[config.mk]
export PLATFORM = sky130hd
export DESIGN_NAME = seq_add2b_ctrl
export DESIGN_NICKNAME = d
export VERILOG_FILES = /design/src/rtl/seq_add2b_ctrl.sv
export SDC_FILE = /design/constraint.sdc
export NUM_CORES = 1
export LEC_CHECK = 0
export ABC_AREA = 1
export CORE_MARGIN = 4
export CORE_UTILIZATION = 50
export CTS_BUF_LIST = sky130_fd_sc_hd__clkbuf_8
export CTS_CLUSTER_DIAMETER = 200
export CTS_CLUSTER_SIZE = 25
export DETAILED_ROUTE_END_ITERATION = 10
export GPL_TIMING_DRIVEN = 1
export HOLD_SLACK_MARGIN = 0.08
export PLACE_DENSITY = 0.9
export SYNTH_ARGS = -nofsm -noshare
export SYNTH_HDL_FRONTEND = slang
export SYNTH_SLANG_ARGS = --single-unit
[constraint.sdc]
create_clock -name clk -period 6.25 [get_ports clk]
set_input_delay 0.9375 -clock clk [delete_from_list [all_inputs] [get_ports clk]]
set_output_delay 0.9375 -clock clk [all_outputs]
set_load 0.01 [all_outputs]
[src/rtl/seq_add2b_ctrl.sv]
// Sequential W-bit add/subtract controller driving one shared 2-bit ripple slice.
// One slice per clock from the LSB up; the carry is held in a flop between slices.
//
// state | meaning
// IDLE  | waiting for start; result registers hold the last value
// RUN   | one 2-bit slice processed per clock, busy high
// DONE  | one-cycle done pulse, then back to IDLE
module seq_add2b_ctrl #(
  parameter int W = 8
) (
  input  logic         clk,
  input  logic         rst_n,
  input  logic         start,
  input  logic         sub,
  input  logic [W-1:0] a,
  input  logic [W-1:0] b,
  input  logic         cin,
  output logic         busy,
  output logic         done,
  output logic [W-1:0] sum,
  output logic         cout,
  output logic         ovf
);

  localparam int N  = W / 2;
  localparam int SW = (N > 1) ? $clog2(N) : 1;

  typedef enum logic [1:0] {
    IDLE = 2'd0,
    RUN  = 2'd1,
    DONE = 2'd2
  } state_t;

  state_t         state;
  state_t         state_nxt;

  logic [W-1:0]   op_a;
  logic [W-1:0]   op_b;
  logic           carry;
  logic [SW-1:0]  step;

  logic [1:0]     slice_a;
  logic [1:0]     slice_b;
  logic [1:0]     slice_sum;
  logic           slice_c_mid;
  logic           slice_c_out;
  logic           last_step;

  // Operand slice select for the current step.
  always_comb begin
    slice_a = 2'b00;
    slice_b = 2'b00;
    for (int k = 0; k < N; k++) begin
      if (step == SW'(k)) begin
        slice_a = op_a[2*k +: 2];
        slice_b = op_b[2*k +: 2];
      end
    end
  end

  // Two chained full-adder cells; c_mid is the carry into the upper bit.
  always_comb begin
    slice_sum[0] = slice_a[0] ^ slice_b[0] ^ carry;
    slice_c_mid  = (slice_a[0] & slice_b[0]) | (slice_a[0] & carry) | (slice_b[0] & carry);
    slice_sum[1] = slice_a[1] ^ slice_b[1] ^ slice_c_mid;
    slice_c_out  = (slice_a[1] & slice_b[1]) | (slice_a[1] & slice_c_mid) |
                   (slice_b[1] & slice_c_mid);
  end

  assign last_step = (step == SW'(N - 1));

  always_ff @(posedge clk) begin
    if (!rst_n) begin
      state <= IDLE;
    end else begin
      state <= state_nxt;
    end
  end

  always_comb begin
    state_nxt = state;
    case (state)
      IDLE: begin
        if (start) begin
          state_nxt = RUN;
        end
      end
      RUN: begin
        if (last_step) begin
          state_nxt = DONE;
        end
      end
      DONE: begin
        state_nxt = IDLE;
      end
      default: begin
        state_nxt = IDLE;
      end
    endcase
  end

  always_ff @(posedge clk) begin
    if (!rst_n) begin
      op_a  <= '0;
      op_b  <= '0;
      carry <= 1'b0;
      step  <= '0;
      sum   <= '0;
      cout  <= 1'b0;
      ovf   <= 1'b0;
    end else begin
      case (state)
        IDLE: begin
          if (start) begin
            op_a  <= a;
            op_b  <= sub ? ~b : b;
            carry <= sub ? 1'b1 : cin;
            sum   <= '0;
            step  <= '0;
          end
        end
        RUN: begin
          for (int k = 0; k < N; k++) begin
            if (step == SW'(k)) begin
              sum[2*k +: 2] <= slice_sum;
            end
          end
          carry <= slice_c_out;
          if (last_step) begin
            cout <= slice_c_out;
            ovf  <= slice_c_mid ^ slice_c_out;
            step <= '0;
          end else begin
            step <= step + SW'(1);
          end
        end
        default: begin
        end
      endcase
    end
  end

  assign busy = (state == RUN);
  assign done = (state == DONE);

endmodule
==> impl_metrics.yaml <==
logic_synthesis:
  synth_area_um2: 1550
  synth_seq_cells: 31
  synth-adder-area-share_pct: 5.83
  yosys-top-cells-area: "dfxtp_1 40%, nor2_1 10%, nand2_1 9.0%"
  ys_seq_area_share_pct: 40.2
  synth.avg_cell_area_um2: 7.22
  synth_compound_area_share_pct: 10.0
  syn-num-nets: 241
  yosys.area.top_type: "dfxtp_1"
  synthTopCellsByCount: "42 x nor2_1, 37 x nand2_1, 31 x dfxtp_1, 21 x nand3_1, 17 x a21oi_1"
  synth-xor-area-share_pct: 5.10
  ys_types: 23
  synth_ff_type: "dfxtp_1"
  synth_top_family_by_area: "simple AND/OR/NAND/NOR gates"
  synth_top_area_share_pct: 40.2
  async_flop_share_pct: 0
  synth_edf_count: 0
  synthCells: 214
  synth_most_common_cell: "nor2_1"
  synth-simple-area-share_pct: 30.2
  yosysWarnings: 0
  synth_mux_area_share_pct: 0
clock_network:
  numCtsBuffers: 5
  cts_resized: 0
  path_clk_slew_ns: 0.06
  cts_sinks: 31
  cts_max_path_buffers: 2
  clk_latency_ns: 0.28
  post_cts_buffers: 0
  tritoncts: "done"
  htreeDepth: 2
  cts_hold_buf: 0
  root_buffer: "clkbuf_8"
sta:
  setup_violations: 0
  worstMarginPinSlew_ns: 0.713
  period_needed_ns: 2.77
  timing.fmax_mhz: 361
  rsz0062_at_grt: "no"
  skew_ns: 0.00544
  slew_headroom_pct: 52.3
  period_share_pct: 44.3
  hold_viol_final: 0
  tns_ns: 0
  drv_slew: 0
layout:
  syn2layout_area_growth_pct: 24.4
  drive_above_1_share_pct: 4.13
  antenna_cells: 0
  finish.instance_area_um2: 1920
  utilization_pct: 67.4
  final_nets: 269
placed_design:
  port_buffers: 32
  post-dp-hpwl_mm: 2.36
  placed_cell_area_um2: 1830
  gp_congestion: 0.949
hold_path:
  hold_class: "reg2reg"
routing:
  wl_met2_mm: 1.52
  drtAntennaViolNets: 0
  top_layer: "met4"
  wire_per_inst_um: 12.0
  via_per_inst: 5.11
  dr_wl_met3_um: 201
  drtPass1Iterations: 4
  first_iter_violations: 107
  postRouteWirelength_mm: 3.29
  vias: 1396
  wl_met1_mm: 1.51
  route.detailed.drc: 0
die:
  rows: 19
  core_area_um2: 2850
  die_area_um2: 4040
  die_height_um: 63.6
  die_w_um: 63.6
  start_util_pct: 54.2
  io_pins: 33
global_route:
  grt_max_degree: 25
  overflow: 0
  first_global_vias: 1372
  antenna_found_initial: 0
  grt_pass1_wl_mm: 5.84
  grtUsageTotal_pct: 18.1
power:
  ir_drop_v: 0.000175
  power_density_nw_per_um2: 244
  p_total_w: 0.000469
  power.leakage_nw: 0.824
status:
  status: "complete, no violations"
critical_path:
  cp-end-kind: "output pin"
  crit_type: "reg2out"
  cp-start-kind: "register"
  cp_max_fo: 13
  worstPathArrival_ns: 1.83
  required_ns: 5.31
job:
  maxCapViolCount: 0
-- where the power goes --
group | switching [W] | internal, W
Sequential | 0.00000904 | 0.000211
Combinational | 0.0000490 | 0.0000437
Clock | 0.0000700 | 0.0000862
Total | 0.000128 | 0.000341
-- layout make-up --
class	instances	area (um^2)
Sequential cell	31	621
Clock buffer	6	82.6
Inverter	17	63.8
Fill cell	239	931
Tap cell	31	38.8
Multi-Input combinational cell	155	791
Timing Repair Buffer	32	320
Clock inverter	1	5.00
-- critical path, cell delays in order (launching register included) --
cell             delay [ns]
dfxtp_1                0.59
nand2_1                0.22
inv_1                  0.18
clkdlybuf4s50_1        0.56
-- through the flow --
step | hold slack, ns | std cells | setup slack, ns
floorplan | 0.450 | 214 | 3.96
global placement | 0.462 | 266 | 3.56
detailed placement | 0.472 | 266 | 3.51
CTS | 0.487 | 273 | 3.48
global route | 0.514 | 273 | 3.35
finish | 0.483 | 273 | 3.48
-- cells by family (layout without fill, tap and decap cells) --
kind of cell,count (synthesis),count (layout)
AOI/OAI and AO/OA,30,30
xor gates and xnor gates,9,9
adders and majority gates,6,6
buffers and inverters,28,56
DFF,31,31
and+or+nand+nor,110,110
-- cells in the final DEF, fill, tap and decap left out --
cell type,synthesis,final
nor2_1,42,42
nand2_1,37,37
clkdlybuf4s50_1,0,32
dfxtp_1,31,31
nand3_1,21,21
a21oi_1,17,17
inv_1,15,15
o21ai_0,10,10
xnor2_1,8,8
nand4_1,6,6
clkbuf_8,0,6
ha_1,4,4
a21o_1,2,2
nand3b_1,2,2
fa_1,2,2
nor2_2,1,1
nand2_2,1,1
inv_2,1,1
o21ai_1,1,1
clkinv_1,1,1
xor2_1,1,1
clkinv_2,0,1
-- final timing paths --
path                          from             endpoint  slack, ns  depth (start not counted)
min reg2reg    sum[5]$_SDFFE_PN0P_  sum[5]$_SDFFE_PN0P_       0.48                          2
min            sum[5]$_SDFFE_PN0P_  sum[5]$_SDFFE_PN0P_       0.48                          2
max reg2reg   step[0]$_SDFFE_PN0P_  sum[7]$_SDFFE_PN0P_       3.68                         11
max          state[0]$_SDFFE_PN0P_                 busy       3.48                          3
-- metal layers --
metal  up-vias  global-route usage [%]
met5         -                       0
met4         0                    5.93
met3         5                    6.39
met2        29                    30.1
met1       622                    21.6
li1        740                       -
-- state kept, by name (all words and copies together), names as in the netlist --
register	flops
ovf	1
state	2
carry	1
step	2
sum	8
op_b	8
cout	1
op_a	8
Power figures use the tool's default switching activity.
